File: src/rtl/key_control_if.sv
// Byte-in / action-out bundle between the PS/2 receiver, key_control and movement logic.
interface key_control_if;
  logic [7:0] keycode;
  logic       keycode_valid;
  logic       left;
  logic       right;
  logic       jump;
  logic       start_game;

  modport master (
    output keycode, keycode_valid,
    input  left, right, jump, start_game
  );

  modport slave (
    input  keycode, keycode_valid,
    output left, right, jump, start_game
  );
endinterface

File: src/rtl/key_control.sv
// PS/2 set-2 scan-code decoder producing left/right/jump levels and a sticky start flag.
// Optional macro KEY_WASD_EN adds A/D/W as alternate left/right/jump keys.
module key_control #(
  parameter logic [20:0] PREFIX_TIMEOUT = 21'd1_000_000
) (
  input  logic          clk,
  input  logic          rst,
  key_control_if.slave  bus
);

  typedef enum logic [1:0] {
    ST_IDLE,
    ST_EXT,
    ST_BREAK,
    ST_EXT_BREAK
  } state_t;

  localparam logic [7:0] KC_EXT   = 8'hE0;
  localparam logic [7:0] KC_BREAK = 8'hF0;
  localparam logic [7:0] KC_LEFT  = 8'h6B;
  localparam logic [7:0] KC_RIGHT = 8'h74;
  localparam logic [7:0] KC_SPACE = 8'h29;
  localparam logic [7:0] KC_ENTER = 8'h5A;

  state_t      r_state;
  state_t      w_state_next;
  logic [20:0] r_cnt;
  logic [21:0] w_cnt_inc;
  logic        r_lar_held, r_rar_held, r_sp_held;
  logic        w_lar_next, w_rar_next, w_sp_next;
  logic        r_last_right;
  logic        w_last_right_next;
  logic        r_start;
  logic        w_start_next;
  logic        r_left, r_right, r_jump;
  logic        w_left_act, w_right_act, w_jump_act;
  logic        w_prefix, w_done, w_ext, w_make;
  logic        w_left_make, w_right_make;
  logic        w_left_any, w_right_any, w_jump_any;

`ifdef KEY_WASD_EN
  localparam logic [7:0] KC_A = 8'h1C;
  localparam logic [7:0] KC_D = 8'h23;
  localparam logic [7:0] KC_W = 8'h1D;
  logic r_a_held, r_d_held, r_w_held;
  logic w_a_next, w_d_next, w_w_next;
`endif

  assign w_cnt_inc = {1'b0, r_cnt} + 22'd1;

  // A byte completes a code unless it is a prefix that the current state can still accept.
  always_comb begin
    w_prefix = ((r_state == ST_IDLE) && ((bus.keycode == KC_EXT) || (bus.keycode == KC_BREAK))) ||
               ((r_state == ST_EXT) && (bus.keycode == KC_BREAK));
    w_done   = bus.keycode_valid && !w_prefix;
    w_ext    = (r_state == ST_EXT) || (r_state == ST_EXT_BREAK);
    w_make   = (r_state == ST_IDLE) || (r_state == ST_EXT);
  end

  always_comb begin
    w_state_next = ST_IDLE;
    case (r_state)
      ST_IDLE: begin
        if (bus.keycode == KC_EXT)
          w_state_next = ST_EXT;
        else if (bus.keycode == KC_BREAK)
          w_state_next = ST_BREAK;
      end
      ST_EXT: begin
        if (bus.keycode == KC_BREAK)
          w_state_next = ST_EXT_BREAK;
      end
      default: w_state_next = ST_IDLE;
    endcase
  end

  always_comb begin
    w_lar_next = r_lar_held;
    w_rar_next = r_rar_held;
    w_sp_next  = r_sp_held;
    if (w_done && w_ext && (bus.keycode == KC_LEFT))
      w_lar_next = w_make;
    if (w_done && w_ext && (bus.keycode == KC_RIGHT))
      w_rar_next = w_make;
    if (w_done && !w_ext && (bus.keycode == KC_SPACE))
      w_sp_next = w_make;
    w_start_next = r_start || (w_done && w_make && !w_ext && (bus.keycode == KC_ENTER));
    w_left_make  = w_done && w_make && w_ext && (bus.keycode == KC_LEFT);
    w_right_make = w_done && w_make && w_ext && (bus.keycode == KC_RIGHT);
`ifdef KEY_WASD_EN
    w_a_next = r_a_held;
    w_d_next = r_d_held;
    w_w_next = r_w_held;
    if (w_done && !w_ext && (bus.keycode == KC_A))
      w_a_next = w_make;
    if (w_done && !w_ext && (bus.keycode == KC_D))
      w_d_next = w_make;
    if (w_done && !w_ext && (bus.keycode == KC_W))
      w_w_next = w_make;
    w_left_make  = w_left_make  || (w_done && w_make && !w_ext && (bus.keycode == KC_A));
    w_right_make = w_right_make || (w_done && w_make && !w_ext && (bus.keycode == KC_D));
    w_left_any   = w_lar_next || w_a_next;
    w_right_any  = w_rar_next || w_d_next;
    w_jump_any   = w_sp_next  || w_w_next;
`else
    w_left_any   = w_lar_next;
    w_right_any  = w_rar_next;
    w_jump_any   = w_sp_next;
`endif
    w_last_right_next = r_last_right;
    if (w_left_make)
      w_last_right_next = 1'b0;
    else if (w_right_make)
      w_last_right_next = 1'b1;
    // With both directions held, only the most recently pressed one is driven.
    w_left_act  = w_start_next && w_left_any  && (!w_right_any || !w_last_right_next);
    w_right_act = w_start_next && w_right_any && (!w_left_any  ||  w_last_right_next);
    w_jump_act  = w_start_next && w_jump_any;
  end

  always_ff @(posedge clk) begin
    if (rst) begin
      r_state      <= ST_IDLE;
      r_cnt        <= '0;
      r_lar_held   <= 1'b0;
      r_rar_held   <= 1'b0;
      r_sp_held    <= 1'b0;
      r_last_right <= 1'b0;
      r_start      <= 1'b0;
      r_left       <= 1'b0;
      r_right      <= 1'b0;
      r_jump       <= 1'b0;
`ifdef KEY_WASD_EN
      r_a_held     <= 1'b0;
      r_d_held     <= 1'b0;
      r_w_held     <= 1'b0;
`endif
    end else begin
      if (bus.keycode_valid) begin
        r_state <= w_state_next;
        r_cnt   <= '0;
      end else if (r_state != ST_IDLE) begin
        // A stale prefix is dropped once the gap reaches the timeout.
        if (w_cnt_inc >= {1'b0, PREFIX_TIMEOUT}) begin
          r_state <= ST_IDLE;
          r_cnt   <= '0;
        end else begin
          r_cnt <= w_cnt_inc[20:0];
        end
      end
      r_lar_held   <= w_lar_next;
      r_rar_held   <= w_rar_next;
      r_sp_held    <= w_sp_next;
      r_last_right <= w_last_right_next;
      r_start      <= w_start_next;
      r_left       <= w_left_act;
      r_right      <= w_right_act;
      r_jump       <= w_jump_act;
`ifdef KEY_WASD_EN
      r_a_held     <= w_a_next;
      r_d_held     <= w_d_next;
      r_w_held     <= w_w_next;
`endif
    end
  end

  assign bus.left       = r_left;
  assign bus.right      = r_right;
  assign bus.jump       = r_jump;
  assign bus.start_game = r_start;

endmodule

File: src/flat_wrapper.sv
// flat-port wrapper written by rule: the top's interface ports become plain ports
module key_control_flat 
#(
  parameter logic [20:0] PREFIX_TIMEOUT = 21'd1_000_000
)
  (clk, rst, bus_keycode, bus_keycode_valid, bus_left, bus_right, bus_jump, bus_start_game);
  key_control_if bus_i ();
  input  logic clk;
  input  logic rst;
  input wire logic [$bits(bus_i.keycode)-1:0] bus_keycode;
  input wire logic [$bits(bus_i.keycode_valid)-1:0] bus_keycode_valid;
  output wire logic [$bits(bus_i.left)-1:0] bus_left;
  output wire logic [$bits(bus_i.right)-1:0] bus_right;
  output wire logic [$bits(bus_i.jump)-1:0] bus_jump;
  output wire logic [$bits(bus_i.start_game)-1:0] bus_start_game;
  assign bus_i.keycode = bus_keycode;
  assign bus_i.keycode_valid = bus_keycode_valid;
  assign bus_left = bus_i.left;
  assign bus_right = bus_i.right;
  assign bus_jump = bus_i.jump;
  assign bus_start_game = bus_i.start_game;
  key_control #(.PREFIX_TIMEOUT(PREFIX_TIMEOUT)) u_core (.clk(clk), .rst(rst), .bus(bus_i));
endmodule
File: config.mk
export PLATFORM = sky130hd
export DESIGN_NAME = key_control_flat
export DESIGN_NICKNAME = d
export VERILOG_FILES = /design/src/rtl/key_control_if.sv /design/src/rtl/key_control.sv /design/src/flat_wrapper.sv
export SDC_FILE = /design/constraint.sdc
export NUM_CORES = 1
export LEC_CHECK = 0
export ABC_AREA = 0
export CORE_MARGIN = 2
export CORE_UTILIZATION = 51
export DETAILED_ROUTE_END_ITERATION = 8
export PLACE_DENSITY = 0.81
export SKIP_LAST_GASP = 1
export SYNTH_ARGS = -nofsm -noshare
export SYNTH_HDL_FRONTEND = slang
export SYNTH_SLANG_ARGS = --single-unit
File: constraint.sdc
create_clock -name clk -period 2.1 [get_ports clk]
set_clock_uncertainty 0.15 [all_clocks]
set_input_delay 0.315 -clock clk [delete_from_list [all_inputs] [get_ports clk]]
set_output_delay 0.315 -clock clk [all_outputs]
set_load 0.02 [all_outputs]
# Yosys cells after proc, flatten, opt, wreduce, memory -nomap -nowiden
# Index checks and enable logic that the tools add are counted.
[word_totals]
in_bits = 11
elab_cells = 70
ff_bits = 31
[classes]
add_sub_neg = 1
n_reduce_logical = 37
muxes = 13
n_eq_ne = 8
order_cmp = 1
[ops]
columns = ["op", "n"]
rows = [
  ["$eq A8 B7 Y1 const B", 3],
  ["$add A21 B1 Y22 const B", 1],
  ["$ge A22 B20 Y1 const B", 1],
  ["$mux W21", 1],
  ["$logic_and A1 B1 Y1", 19],
  ["$eq A8 B8 Y1 const B", 2],
  ["$mux W2", 6],
  ["$eq A8 B6 Y1 const B", 1],
  ["$logic_or A1 B1 Y1", 7],
  ["$reduce_bool A2 Y1", 3],
  ["$logic_not A1 Y1", 5],
  ["$mux W1", 5],
  ["$pmux W2 S2", 1],
  ["$eq A2 B1 Y1 const B", 1],
  ["$eq A2 B2 Y1 const B", 1],
  ["$logic_not A2 Y1", 1],
  ["$reduce_and A2 Y1", 1],
  ["$reduce_or A2 Y1", 1],
]

# Depth between registers and ports, before layout
[depth]
ltp_word = 14
ltp_mapped = 10
depth_no_buf = 8

# Least setup slack after synthesis
# Ideal clock, no wire load.
[synth_timing]
kind = "register -> register"
startpoint = "reg u_core.r_cnt[0]"
endpoint = "reg u_core.r_cnt[10]"
required_ns = 1.820
path_stages_with_launch = 11
synth_period_minus_slack_ns = 2.300
arrival_ns = 2.020
slack_ns = -0.200
setup_ns = 0.130
cell_sequence = "dfxtp_1 -> ha_1 -> and3_1 -> buf_2 -> a31oi_1 -> a311oi_1 -> o21ai_0 -> a31o_2 -> a211oi_2 -> buf_6 -> nor3_1"
[synth_via]
elab_chain_cells = 3
[synth_rtl]
columns = ["item", "line_no", "source"]
rows = [
  ["start, declared", "key_control.sv:27", "logic [20:0] r_cnt;"],
  ["start signal, assigned", "key_control.sv:148", "r_cnt <= w_cnt_inc[20:0];"],
  ["$add A21 B1 Y22 (*)", "key_control.sv:49", "assign w_cnt_inc = {1'b0, r_cnt} + 22'd1;"],
  ["$ge A22 B20 Y1", "key_control.sv:144", "if (w_cnt_inc >= {1'b0, PREFIX_TIMEOUT}) begin"],
  ["$mux W21 (*)", "key_control.sv:144", ""],
]
# Every way passes the cells marked *; elsewhere a longest branch is shown, timed or not.
# A chain may end at the register's enable or synchronous reset.

# Worst setup path in the final report
[layout_timing]
startpoint = "reg u_core.r_cnt[3]"
endpoint = "reg u_core.r_cnt[15]"
# Same word-level chain as after synthesis.

==> flow_metrics.py <==
metrics = {
    "status": {
        "outcome": "finished, violations left",
        "violations": "setup timing",
    },
    "placement": {
        "port_buffers": 14,
        "dp_slack_ps": -659,
        "dpl.cell_count": 307,
        "postPlaceCellArea_sq_um": 2270,
        "hpwl_um": 3230,
        "gp_congestion": 0.901,
    },
    "sta": {
        "rsz0062_at_grt": "yes",
        "finalMaxSlewViolations": 0,
        "period_share": 1.21,
        "setup_tns_ps": -9250,
        "period_needed_ps": 2540,
        "hold_viol": 0,
        "tightest_slew_ps": 653,
        "slew_headroom": 0.563,
        "fmax_mhz": 394,
        "setup_violations": 25,
        "hold_ws_ps": 324,
        "worst_slack_ps": -440,
    },
    "logic_synthesis": {
        "synth_top_area_frac": 0.365,
        "synth.avg_cell_area_sq_um": 8.22,
        "yosys.area.top_type": "dfxtp_1",
        "synthTopCellsByArea": "dfxtp_1, xor2_1, nor3_1",
        "synth_cell_types": 46,
        "synthCells": 207,
        "yosys_warnings": 0,
        "synth_area_sq_um": 1700,
        "synth-seq-cells": 31,
        "synth_flop_cell": "dfxtp_1",
        "seq_area_frac_synth": 0.365,
        "async_reset_ff_frac": 0,
        "synth_edf_count": 0,
        "syn_nets": 219,
    },
    "cts": {
        "root_buffer": "clkbuf_4",
        "clk_latency_ps": 360,
        "cts_tree": "built",
        "clkSinkCount": 31,
        "numCtsBuffers": 5,
        "clk_pin_slew_worst_paths_ps": 110,
        "cts_max_level": 2,
        "cts_buffer_depth": 2,
        "cts-hold-fix-buffers": 0,
    },
    "critical_path": {
        "endpoint_kind": "register",
        "criticalPathCategory": "reg -> reg",
        "crit-reg2reg-launch": "u_core.r_cnt[3]",
        "cp.required_ps": 2160,
        "crit_fanout": 11,
        "start_kind": "register",
        "worstSetupStartpoint": "u_core.r_cnt[3]",
        "critPathArrivalTime_ps": 2600,
    },
    "layout": {
        "diodes": 0,
        "register_area_sq_um": 632,
        "design_area_sq_um": 2730,
        "drive_above_1_share": 0.439,
        "post-route-util": 0.879,
        "final_nets": 300,
        "final_cells": 333,
        "area_growth_pct": 60.3,
        "multiInputGateArea_sq_um": 1250,
        "nFillCells": 138,
    },
    "pwr": {
        "ir_worst_vdd_uv": 390,
        "powerDensity_nw_per_um2": 372,
        "finalPower_mw": 1.01,
        "p_leak_nw": 1.06,
    },
    "detailed_routing": {
        "drt_first_pass_iters": 6,
        "num_vias": 2079,
        "via_per_inst": 6.24,
        "ant_nets": 0,
        "drc": 0,
        "drtIter0Drc": 202,
        "wl_um": 6670,
        "wl_per_cell_um": 20.0,
    },
    "die": {
        "io_pins": 15,
        "die_height_um": 61.8,
        "fp.dieW_um": 61.8,
        "core_area_sq_um": 3100,
        "rows": 20,
        "initial_core_util": 0.548,
        "dieArea_sq_um": 3810,
    },
    "global_route": {
        "antenna_found_initial": 0,
        "grt_max_degree": 24,
        "grt-ovfl-total": 0,
        "grt.total_usage": 0.358,
        "grt_pass1_wl_um": 9580,
        "first_global_vias": 2122,
    },
    "run": {
        "maxCapViolCount": 0,
    },
    "hold_path": {
        "hold_start": "bus_keycode[2]",
        "hold_class": "in -> reg",
    },
}
-- critical path, stage by stage (launching register included) --
cell and delay [ps]:
dfxtp_1 460, and4_1 280, nand4_1 220, buf_4 220, nor2_1 110, o32ai_2 90, a31o_2 330, a211oi_4 300
buf_12 170, nor3_1 70
-- state kept, by name (all words and copies together), names as in the netlist --
signal and count:
u_core.bus.jump 1, u_core.bus.right 1, u_core.r_rar_held 1, u_core.r_last_right 1
u_core.r_cnt 21, u_core.r_lar_held 1, u_core.r_sp_held 1, u_core.bus.left 1
u_core.r_state 2, u_core.bus.start_game 1
-- where the power goes --
group / internal [mW] / switching (mW) / total (mW)
Clock: 0.129 / 0.235 / 0.364
Combinational: 0.0319 / 0.0329 / 0.0648
Sequential: 0.585 / 0.000157 / 0.585
-- repair_timing --
item	CTS	global route
endpoints found under the setup margin	26	28
resized for setup	38	15
buffers inserted	14	4
pin swaps	18	10
gates cloned	1	0
-- per-layer routing --
metal  track usage  share of wire
met1         0.382           0.37
met2         0.609           0.50
met3         0.114          0.073
met4         0.231          0.060
met5             0              0
-- cell usage in the layout (no fill, tap or decap), types with 3 or more instances in the layout --
cell / netlist / routed
clkbuf_4: 0 / 5
nor3_1: 27 / 15
xnor2_1: 6 / 6
nand3_1: 12 / 10
nor3_2: 1 / 13
dfxtp_1: 31 / 26
clkdlybuf4s50_1: 0 / 8
nand2_1: 20 / 19
xor2_1: 16 / 16
a21oi_1: 7 / 5
buf_4: 0 / 63
and3_4: 0 / 3
nand4_1: 8 / 8
inv_1: 4 / 4
dlymetal6s2s_1: 0 / 6
nor2_1: 16 / 14
dfxtp_2: 0 / 3
o21ai_0: 4 / 3
buf_6: 2 / 6
a31oi_1: 3 / 3
-- cell type report --
cell class,instances,share of cell area
clock buffer,5,0.0138
clock inverter,3,0.00688
tap,44,0.0202
inverter,4,0.00550
multi-input combinational,162,0.460
sequential,31,0.232
timing repair buffer,84,0.262
-- cell usage after synthesis (all sizes together), types with 2 or more instances --
cell / number
dfxtp: 31
nor3: 28
nand2: 20
nor2: 17
xor2: 16
nand3: 13
nand4: 9
a21oi: 7
buf: 7
xnor2: 6
and3: 5
o21ai: 5
clkbuf: 4
inv: 4
a31oi: 3
nor4: 3
a311o: 2
and2: 2
mux2: 2
o211ai: 2
o31ai: 2
or2: 2
-- worst paths after layout --
kind | slack, ps | depth (start not counted) | to
max | -440 | 9 | u_core.r_cnt[15]
min | 320 | 5 | u_core.r_state[1]
max reg2reg | -440 | 9 | u_core.r_cnt[15]
min reg2reg | 390 | 2 | u_core.r_sp_held
-- logic make-up (layout without fill, tap and decap cells) --
kind of cell | after synthesis | in the layout | synth area share
and+or+nand+nor | 106 | 106 | 0.326
DFF | 31 | 31 | 0.365
AOI/OAI and AO/OA | 29 | 30 | 0.124
xor gates and xnor gates | 22 | 22 | 0.113
buffers and inverters | 15 | 96 | 0.0456
muxes | 3 | 3 | 0.0191
adders and majority gates | 1 | 1 | 0.00735
Power figures use the tool's default switching activity.
